`config.mk`:
```
export PLATFORM = sky130hd
export DESIGN_NAME = adc_capture_ctrl_flat
export DESIGN_NICKNAME = d
export VERILOG_FILES = /design/src/rtl/adc_capture_ctrl_if.sv /design/src/rtl/adc_capture_ctrl.sv /design/src/flat_wrapper.sv
export SDC_FILE = /design/constraint.sdc
export NUM_CORES = 1
export LEC_CHECK = 0
export ABC_AREA = 1
export CORE_ASPECT_RATIO = 1.25
export CORE_MARGIN = 2
export CORE_UTILIZATION = 43
export CTS_CLUSTER_SIZE = 25
export DETAILED_ROUTE_END_ITERATION = 12
export GPL_TIMING_DRIVEN = 0
export PLACE_DENSITY = 0.77
export SYNTH_ARGS = -nofsm -noshare
export SYNTH_HDL_FRONTEND = slang
export SYNTH_SLANG_ARGS = --single-unit
```
`constraint.sdc`:
```
create_clock -name adc_clk -period 3.2 [get_ports adc_clk]
set_clock_uncertainty 0.05 [all_clocks]
set_input_delay 0.64 -clock adc_clk [delete_from_list [all_inputs] [get_ports adc_clk]]
set_output_delay 0.64 -clock adc_clk [all_outputs]
set_load 0.05 [all_outputs]
```
`src/rtl/adc_capture_ctrl_if.sv`:
```
// Write port toward the downstream 64-bit capture FIFO.
// Latency: none, this is only a signal bundle.
// Backpressure: fifo_full is driven by the FIFO; when it is high, a write presented in that cycle is lost.
interface adc_capture_ctrl_if;
    logic [63:0] fifo_din;
    logic        fifo_wr_en;
    logic        fifo_full;

    modport master (output fifo_din, output fifo_wr_en, input fifo_full);
    modport slave  (input fifo_din, input fifo_wr_en, output fifo_full);
endinterface

```
`src/rtl/adc_capture_ctrl.sv`:
```
// Triggered ADC capture: arm, wait for trigger, then pack 8 samples into each 64-bit FIFO word.
// Latency: the trigger sample at cycle t gives the first fifo_wr_en at t+8. Later words follow every 8 cycles.
// Backpressure: packing never stalls. A word whose emit cycle sees fifo_full is dropped and sets sticky overflow.
module adc_capture_ctrl #(
    parameter int LEN_W = 16
) (
    input  logic             adc_clk,
    input  logic             rst,
    input  logic [7:0]       adc_data,
    input  logic             arm,
    input  logic             abort,
    input  logic             trig_mode,
    input  logic [7:0]       trig_level,
    input  logic [LEN_W-1:0] capture_len,
    adc_capture_ctrl_if.master fifo,
    output logic             busy,
    output logic             done,
    output logic             overflow,
    output logic [LEN_W-1:0] word_cnt
);

    typedef enum logic [1:0] {
        S_IDLE,
        S_ARMED,
        S_CAPTURE,
        S_DONE
    } state_t;

    localparam logic [LEN_W-1:0] ONE = {{(LEN_W-1){1'b0}}, 1'b1};

    state_t           state;
    logic [7:0]       prev_q;     // adc_data from the previous cycle, used for edge detection
    logic [2:0]       byte_idx;   // slot that the current sample is loaded into
    logic [55:0]      word_q;     // bytes 0..6 of the word being built; byte 7 arrives on the emit edge
    logic [63:0]      din_q;
    logic             emit_vld;   // a completed word is presented in this cycle
    logic [LEN_W-1:0] len_q;
    logic [LEN_W-1:0] emit_num;   // words emitted so far, whether written or dropped
    logic             trig_hit;
    logic             last_emit;

    assign trig_hit  = !trig_mode || ((prev_q < trig_level) && (adc_data >= trig_level));
    assign last_emit = emit_vld && ((emit_num + ONE) == len_q);

    // Abort and reset take priority over a pending write in the same cycle.
    assign fifo.fifo_din   = din_q;
    assign fifo.fifo_wr_en = emit_vld && !fifo.fifo_full && !abort && !rst;

    // Capture sequencer, byte packer and status counters.
    always_ff @(posedge adc_clk) begin
        if (rst) begin
            state    <= S_IDLE;
            prev_q   <= 8'd0;
            byte_idx <= 3'd0;
            word_q   <= 56'd0;
            din_q    <= 64'd0;
            emit_vld <= 1'b0;
            len_q    <= '0;
            emit_num <= '0;
            busy     <= 1'b0;
            done     <= 1'b0;
            overflow <= 1'b0;
            word_cnt <= '0;
        end else begin
            prev_q   <= adc_data;
            emit_vld <= 1'b0;
            if (abort) begin
                // The partial word is discarded. The counters keep what the aborted run achieved.
                state    <= S_IDLE;
                busy     <= 1'b0;
                done     <= 1'b0;
                byte_idx <= 3'd0;
            end else begin
                case (state)
                    S_IDLE: begin
                        done <= 1'b0;
                        if (arm && (capture_len != '0)) begin
                            len_q    <= capture_len;
                            overflow <= 1'b0;
                            word_cnt <= '0;
                            emit_num <= '0;
                            byte_idx <= 3'd0;
                            busy     <= 1'b1;
                            state    <= S_ARMED;
                        end
                    end
                    S_ARMED: begin
                        if (trig_hit) begin
                            word_q[7:0] <= adc_data;
                            byte_idx    <= 3'd1;
                            state       <= S_CAPTURE;
                        end
                    end
                    S_CAPTURE: begin
                        if (byte_idx == 3'd7) begin
                            din_q    <= {adc_data, word_q};
                            emit_vld <= 1'b1;
                        end else begin
                            word_q[{byte_idx, 3'b000} +: 8] <= adc_data;
                        end
                        byte_idx <= byte_idx + 3'd1;
                        if (emit_vld) begin
                            emit_num <= emit_num + ONE;
                            if (fifo.fifo_full) begin
                                overflow <= 1'b1;
                            end else begin
                                word_cnt <= word_cnt + ONE;
                            end
                            if (last_emit) begin
                                busy  <= 1'b0;
                                done  <= 1'b1;
                                state <= S_DONE;
                            end
                        end
                    end
                    S_DONE: begin
                        done  <= 1'b0;
                        state <= S_IDLE;
                    end
                    default: begin
                        state <= S_IDLE;
                    end
                endcase
            end
        end
    end

endmodule

```
`src/flat_wrapper.sv`:
```
// flat-port wrapper written by rule: the top's interface ports become plain ports
module adc_capture_ctrl_flat 
#(
    parameter int LEN_W = 16
)
  (adc_clk, rst, adc_data, arm, abort, trig_mode, trig_level, capture_len, busy, done, overflow, word_cnt, fifo_fifo_din, fifo_fifo_wr_en, fifo_fifo_full);
  adc_capture_ctrl_if fifo_i ();
  input  logic adc_clk;
  input  logic rst;
  input  logic [7:0] adc_data;
  input  logic arm;
  input  logic abort;
  input  logic trig_mode;
  input  logic [7:0] trig_level;
  input  logic [LEN_W-1:0] capture_len;
  output logic busy;
  output logic done;
  output logic overflow;
  output logic [LEN_W-1:0] word_cnt;
  output wire logic [$bits(fifo_i.fifo_din)-1:0] fifo_fifo_din;
  output wire logic [$bits(fifo_i.fifo_wr_en)-1:0] fifo_fifo_wr_en;
  input wire logic [$bits(fifo_i.fifo_full)-1:0] fifo_fifo_full;
  assign fifo_fifo_din = fifo_i.fifo_din;
  assign fifo_fifo_wr_en = fifo_i.fifo_wr_en;
  assign fifo_i.fifo_full = fifo_fifo_full;
  adc_capture_ctrl #(.LEN_W(LEN_W)) u_core (.adc_clk(adc_clk), .rst(rst), .adc_data(adc_data), .arm(arm), .abort(abort), .trig_mode(trig_mode), .trig_level(trig_level), .capture_len(capture_len), .fifo(fifo_i), .busy(busy), .done(done), .overflow(overflow), .word_cnt(word_cnt));
endmodule
```
==> reports/qor.yml, run 1 <==
global_route:
  grt_max_degree: 17
  grt_overflow: 0
  grt_pass1_wl_microns: 36120
  track_usage_pct: 22.88
  top_usage_layer: "met2"
  met2_usage_pct: 40.45
  grt_pass1_vias: 7282
  met3_usage_pct: 4.326
  antenna_found_initial: 0
  met1_usage_pct: 26.96
routing:
  detail_route.wl_per_cell_microns: 15.39
  dr.first_iter.drc_count: 494
  avgViaCountPerCell: 5.147
  dr.pass1.iters: 5
  drt-total-wl_microns: 22730
  route.detailed.drc: 0
  drtAntennaViolNets: 0
  vias: 7602
cts:
  postCtsSetupBuffers: 0
  cts.clk_slew.worst_paths_ns: 0.07
  cts_buffers: 17
  htree_levels: 4
  cts_root_buf: "clkbuf_16"
  cts_tree: "built"
  clock-sinks: 185
  insertion_delay_ns: 0.43
  cts_max_path_buffers: 2
layout:
  multi_input_area_sq_um: 3776
  fill_cells: 1770
  final_area_sq_um: 10170
  area.growth.synth_to_final_pct: 25.28
  nNetsFinal: 1295
  regArea_sq_um: 3704
  fin_util_pct: 54.59
  n_antenna_cell: 0
  layout-drive-gt1-share_pct: 6.827
floorplan:
  pin_count: 122
  die_y_microns: 157.6
  start_util_pct: 43.57
  die-area_sq_um: 20010
  core_sq_um: 18640
  rows: 56
  dieWidth_microns: 126.9
critical_path:
  reg2reg_to: "u_core.word_q[38]"
  rr_worst_depth: 10
  crit_start: "abort"
  cp_max_fo: 6
  startpoint_type: "input port"
  criticalPathCategory: "in -> out"
  arrival_ns: 2.32
  worst_ep_required_time_ns: 2.51
  end_kind: "primary output"
  r2r_start: "u_core.byte_idx[0]"
  rrSetupSlack_ns: 0.41
timing:
  slew_violations: 0
  tightest_slew_ns: 0.7077
  period_minus_slack_ns: 3.008
  finalHoldViolations: 0
  rsz0062_at_grt: "false"
  finalSetupTns_ns: 0
  setup_viol: 0
  fin_crit_sh_pct: 93.99
  fmax_mhz: 332.5
  slew_headroom_pct: 52.46
logic_synthesis:
  synth_ff_type: "dfxtp_1"
  yosysUniqueCellTypes: 38
  ys_ff_latch: 185
  synthesis.area_sq_um: 8120
  ys_seq_area_share_pct: 45.61
  yosysWarnings: 0
  async_reset_ff_share_pct: 0
  syn_area_per_cell_sq_um: 7.429
  synth-edff-count: 0
  syn_nets: 1156
  synth_cells: 1093
worst_hold_path:
  hold_class: "reg -> reg"
  hold_depth: 2
  min_to: "u_core.word_q[11]"
  hp-start: "u_core.word_q[11]"
outcome:
  outcome: "finished, final reports clean"
run:
  drv_cap: 0
power:
  power_density_nw_per_um2: 469.9
  leakage_nw: 4.168
  ir_worst_vdd_uv: 361.3
place:
  gp_congestion: 0.9735
  place_area_sq_um: 9612
  port_buffers: 120
  dpl.hpwl_microns: 17040
==> flip-flops by register name, summed over array words and instances (netlist names) <==
signal,count
u_core.len_q,16
u_core.byte_idx,3
u_core.state,2
u_core.done,1
u_core.overflow,1
u_core.word_cnt,16
u_core.word_q,56
u_core.busy,1
u_core.emit_vld,1
u_core.fifo.fifo_din,64
u_core.emit_num,16
u_core.prev_q,8
==> cells by family after synthesis <==
group | after synthesis | synth area share, %
XOR/XNOR | 6 | 0.8166
adder cells (fa/ha/maj) | 25 | 3.852
AND/OR/NAND/NOR | 438 | 23.90
buffers and inverters | 167 | 7.889
AO/OA/AOI/OAI | 272 | 17.94
flip-flops | 185 | 45.61
==> cell usage after synthesis, types with 10 or more instances <==
cell | count | area [sq um]
a21oi_1 | 101 | 505.5
nand2_1 | 161 | 604.3
dfxtp_1 | 185 | 3704
nor3_1 | 12 | 60.06
ha_1 | 25 | 312.8
inv_2 | 10 | 37.54
o21ai_0 | 138 | 690.7
clkbuf_1 | 32 | 120.1
nor2_1 | 168 | 630.6
nand3_1 | 52 | 260.3
nand4_1 | 16 | 100.1
inv_1 | 113 | 424.2
buf_2 | 11 | 55.05
==> stage by stage <==
| step | setup WS, ns | std cells | total power [mW] | hold slack (ns) |
|---|---|---|---|---|
| after CTS | 0.009509 | 1477 | 4.801 | 0.4091 |
| after floorplan | 0.3574 | 1093 | 2.654 | 0.3745 |
| after global placement | -0.3697 | 1445 | 2.800 | 0.3910 |
| after global routing | 0.1346 | 1477 | 4.952 | 0.4323 |
| final | 0.1923 | 1477 | 4.781 | 0.4133 |
| after detailed placement | -0.2911 | 1445 | 2.807 | 0.3971 |
==> worst max-delay path, cell delays in order <==
cell	delay, ns
clkdlybuf4s50_1	0.56
nor2_1	0.36
inv_1	0.18
nor3_1	0.24
clkbuf_2	0.34
==> repair_timing <==
item                       4_1_cts  5_1_grt
gates resized for setup          2        2
setup endpoints to repair        1        1
hold buffers                     0        0
==> report_power, final <==
part / internal, mW / total (mW) / leakage (nW) / switching, mW
combinational: 0.140 / 0.396 / 2.40 / 0.256
sequential: 2.34 / 2.36 / 1.50 / 0.0244
clock: 1.09 / 2.02 / 0.272 / 0.929
total: 3.57 / 4.78 / 4.17 / 1.21
==> cell type report <==
| class | instances | share of cell area (%) |
|---|---|---|
| clock inverter | 10 | 0.8117 |
| clock buffer | 22 | 4.760 |
| timing repair buffer | 120 | 11.76 |
| buffer | 44 | 1.759 |
| inverter | 123 | 4.538 |
| sequential | 185 | 36.40 |
| tap | 232 | 2.853 |
| multi-input combinational | 741 | 37.12 |
==> how the worst max path moves through the flow <==
stage / cells past startpoint / slack [ns] / end
global placement: 5 / -0.37 / fifo_fifo_wr_en
detailed placement: 5 / -0.29 / fifo_fifo_wr_en
global route: 5 / 0.13 / fifo_fifo_wr_en
floorplan: 4 / 0.36 / fifo_fifo_wr_en
finish: 5 / 0.19 / fifo_fifo_wr_en
CTS: 5 / 0.01 / fifo_fifo_wr_en
==> cells in the final DEF, fill, tap and decap left out, types with 4 or more instances in the layout <==
cell	netlist	routed
nand3_1	52	52
ha_1	25	25
a22oi_1	8	8
dfxtp_1	185	185
nand2_1	161	161
buf_2	11	11
clkdlybuf4s50_1	0	119
clkbuf_8	0	4
a32oi_1	4	4
o21ai_1	4	4
nor2_2	6	6
o21ai_0	138	138
nor2_4	6	6
a211oi_1	4	4
nand4_1	16	16
nand3_2	4	4
clkbuf_16	0	17
nor2_1	168	168
nor3_1	12	12
a21oi_1	101	101
xor2_1	4	4
inv_1	113	113
inv_2	10	10
o21ai_2	4	4
clkbuf_1	32	33
==> layer usage <==
layer  share of wire, %  routed length, microns  vias to the layer above
met1                 43                    9697                     3455
li1                   -                       -                     3871
met3                5.1                    1159                       47
met5                  0                       0                        -
met2                 49                   11070                      229
met4                3.5                     802                        0
Note: power is estimated with default switching activity, not from simulation.
==> run 2: changes to the inputs <==
Settings changed: ABC_AREA 1 to 0, PLACE_DENSITY 0.77 to 0.79, SETUP_SLACK_MARGIN set to 0.4.
Clock period 3.2 ns to 2.51 ns, I/O delays scaled along.
==> run 2 against run 1 <==
Net effect: combinational power grew 38%; sequential power grew 27%; critical path depth grew 4; utilization grew 6.5 points; critical path type is now reg -> reg; largest cell class unchanged; largest power group unchanged.
==> reports/qor.yml, run 2 <==
timing:
  finalWorstSetupSlack_ns: 0.06752  # -0.1248 ns
  finalHoldViolations: 0  # unchanged
  period_minus_slack_ns: 2.442
  fmax_mhz: 409.4
  finalSetupTns_ns: 0  # unchanged
  slew_violations: 0  # unchanged
  slew_headroom_pct: 53.56  # +1.1 points
  tightest_slew_ns: 0.6965  # -0.01112 ns
  setup_viol: 0  # unchanged
  fin_crit_sh_pct: 97.31
  rsz0062_at_grt: "true"
worst_hold_path:
  hold_class: "in -> reg"
  hp-start: "adc_data[0]"
global_route:
  grt_pass1_wl_microns: 36710  # +1.6%
  track_usage_pct: 22.92  # +0.044 points
  grt_overflow: 0  # unchanged
  grt_max_degree: 17  # unchanged
  grt_pass1_vias: 7462  # +2.5%
  antenna_found_initial: 0  # unchanged
place:
  dp_worst_setup_slack_ns: -0.7874  # -0.4963 ns
  port_buffers: 121  # +0.83%
  place_area_sq_um: 9678  # +0.69%
  gp_congestion: 0.8726  # -10%
  dpl.hpwl_microns: 15230  # -11%
routing:
  drt-total-wl_microns: 23830  # +4.8%
  dr.pass1.iters: 5  # unchanged
  route.detailed.drc: 0  # unchanged
  drtAntennaViolNets: 0  # unchanged
  avgViaCountPerCell: 5.473  # +6.3%
  vias: 7619  # +0.22%
  detail_route.wl_per_cell_microns: 17.12  # +11%
  dr.first_iter.drc_count: 689  # +39%
cts:
  cts_max_path_buffers: 2  # unchanged
  cts_tree: "built"
  hold_buffers: 0  # unchanged
  cts.clk_slew.worst_paths_ns: 0.07  # about the same
  insertion_delay_ns: 0.44  # about the same
  cts_root_buf: "clkbuf_16"
  cts_buffers: 17  # unchanged
  htree_levels: 4  # unchanged
  clock-sinks: 185  # unchanged
layout:
  fill_cells: 1484  # -16%
  n_antenna_cell: 0  # unchanged
  nNetsFinal: 1214  # -6.3%
  fin_util_pct: 61.04  # +6.5 points
  final_cell_mix: "181 x nand2_1, 176 x dfxtp_1, 119 x a21oi_1"
  final_area_sq_um: 11130  # +9.4%
  layout_commonest_cell: "nand2_1"
  area.growth.synth_to_final_pct: 38.28
  largest_register_ffs: 64  # unchanged
  layout-drive-gt1-share_pct: 19.50  # +13 points
critical_path:
  arrival_ns: 2.72  # +0.40 ns
  r2r_start: "u_core.emit_num[2]"
  criticalPathCategory: "reg -> reg"
  worst_ep_required_time_ns: 2.79  # +0.28 ns
  end_kind: "flip-flop"
  crit_path_end: "u_core.done"
  reg2reg_to: "u_core.done"
  startpoint_type: "flip-flop"
  cp_max_fo: 7  # +1
  crit_start: "u_core.emit_num[2]"
  rr_worst_depth: 9  # -1
  rrSetupSlack_ns: 0.07  # -0.34 ns
logic_synthesis:
  syn_nets: 1036  # -10%
  yosysUniqueCellTypes: 59  # +55%
  synth-edff-count: 0  # unchanged
  synth_top_area_cell: "dfxtp_1"
  ys_top_cells_by_area: "dfxtp_1 46%, nand2_1 8.7%, a21oi_1 7.7%"
  synth_top_area_share_pct: 46.01  # +0.40 points
  yosys-top-cells-count: "186 x nand2_1, 185 x dfxtp_1, 124 x a21oi_1, 111 x nor2_1, 51 x clkbuf_1"
  async_reset_ff_share_pct: 0  # unchanged
  ys_ff_latch: 185  # unchanged
  syn_area_per_cell_sq_um: 8.274  # +11%
  synthesis.area_sq_um: 8050  # -0.86%
  synth_ff_type: "dfxtp_1"
  yosysWarnings: 0  # unchanged
  ys_seq_area_share_pct: 46.01  # +0.40 points
  synth_cells: 973  # -11%
  post-synth-top-count-cell: "nand2_1"
power:
  ir_worst_vdd_uv: 439.7  # +22%
  power_density_nw_per_um2: 578.0  # +23%
  leakage_nw: 4.597  # +10%
floorplan:
  dieWidth_microns: 126.4  # -0.42%
  rows: 55  # -1.8%
  die-area_sq_um: 19840  # -0.84%
  die_y_microns: 157.0  # -0.42%
  pin_count: 122  # unchanged
  start_util_pct: 44.14  # +0.58 points
  core_sq_um: 18240  # -2.2%
outcome:
  outcome: "finished, final reports clean"
run:
  drv_cap: 0  # unchanged
## run 2: cell types whose count changed after synthesis, sizes merged, moves of 20 or more
cell / before / now
o21ai: 146 / 23
inv: 123 / 18
nor2: 180 / 111
mux2i: 0 / 37
nand2: 165 / 187
a21oi: 104 / 124
## run 2: metal layers
layer	GRT usage, %	routed length, microns
met3	4.453	1411
met1	25.54	9235
met4	12.56	1003
met5	0	0
met2	40.95	12180
## run 2: worst max-delay path: stages (launching register included)
cell and delay [ns]:
dfxtp_2 0.32, buf_6 0.13, nand4_1 0.25, nor3_2 0.30, mux2i_1 0.26, o2111ai_2 0.18, a2111oi_4 0.33, buf_4 0.20
mux2i_2 0.23, o31ai_2 0.07
## run 2: cell type report
type	instances	area (sq um)	area share, %
tap	228	285.3	2.563
clock buffer	19	442.9	3.979
buffer	61	346.6	3.113
timing repair buffer	158	1378	12.37
inverter	18	72.57	0.6519
sequential	185	3725	33.46
clock inverter	13	190.2	1.708
multi-input combinational	710	4692	42.15
## run 2: how the worst min path moves through the flow
stage                                          to  slack, ns  cells after the start
after floorplan           u_core.fifo.fifo_din[1]       0.38                      2
after global placement    u_core.fifo.fifo_din[2]       0.39                      2
after detailed placement  u_core.fifo.fifo_din[2]       0.39                      2
after CTS                       u_core.word_q[32]       0.31                      3
after global routing             u_core.word_q[0]       0.34                      3
final                           u_core.word_q[32]       0.33                      3
## run 2: kinds of logic after synthesis
logic type | after synthesis | synth area share [%]
adder cells (fa/ha/maj) | 25 | 3.886
AO/OA/AOI/OAI | 182 | 13.35
AND/OR/NAND/NOR | 426 | 23.67
buffers and inverters | 79 | 3.885
XOR/XNOR | 38 | 4.305
multiplexers | 38 | 4.896
flip-flops | 185 | 46.01
## run 2: what timing repair did
action                     CTS  global route
setup endpoints to repair  249           162
pin swaps                   23            25
gates cloned                 1             1
hold endpoints to repair     0             0
buffers inserted            26            10
gates resized for setup    230           105
## run 2: power breakdown
part	total [mW]	internal (mW)	switching [mW]
Combinational	0.546	0.225	0.321
Clock	2.90	1.70	1.19
Sequential	2.99	2.96	0.0279
Total	6.43	4.89	1.54
## run 2: per-stage QoR
stage / power [mW] / cells / hold slack, ns
5_1_grt: 6.596 / 1392 / 0.3410
6_report: 6.434 / 1392 / 0.3256
3_5_place_dp: 3.466 / 1322 / 0.3928
4_1_cts: 6.374 / 1381 / 0.3146
3_3_place_gp: 3.455 / 1322 / 0.3859
2_1_floorplan: 3.300 / 973 / 0.3785
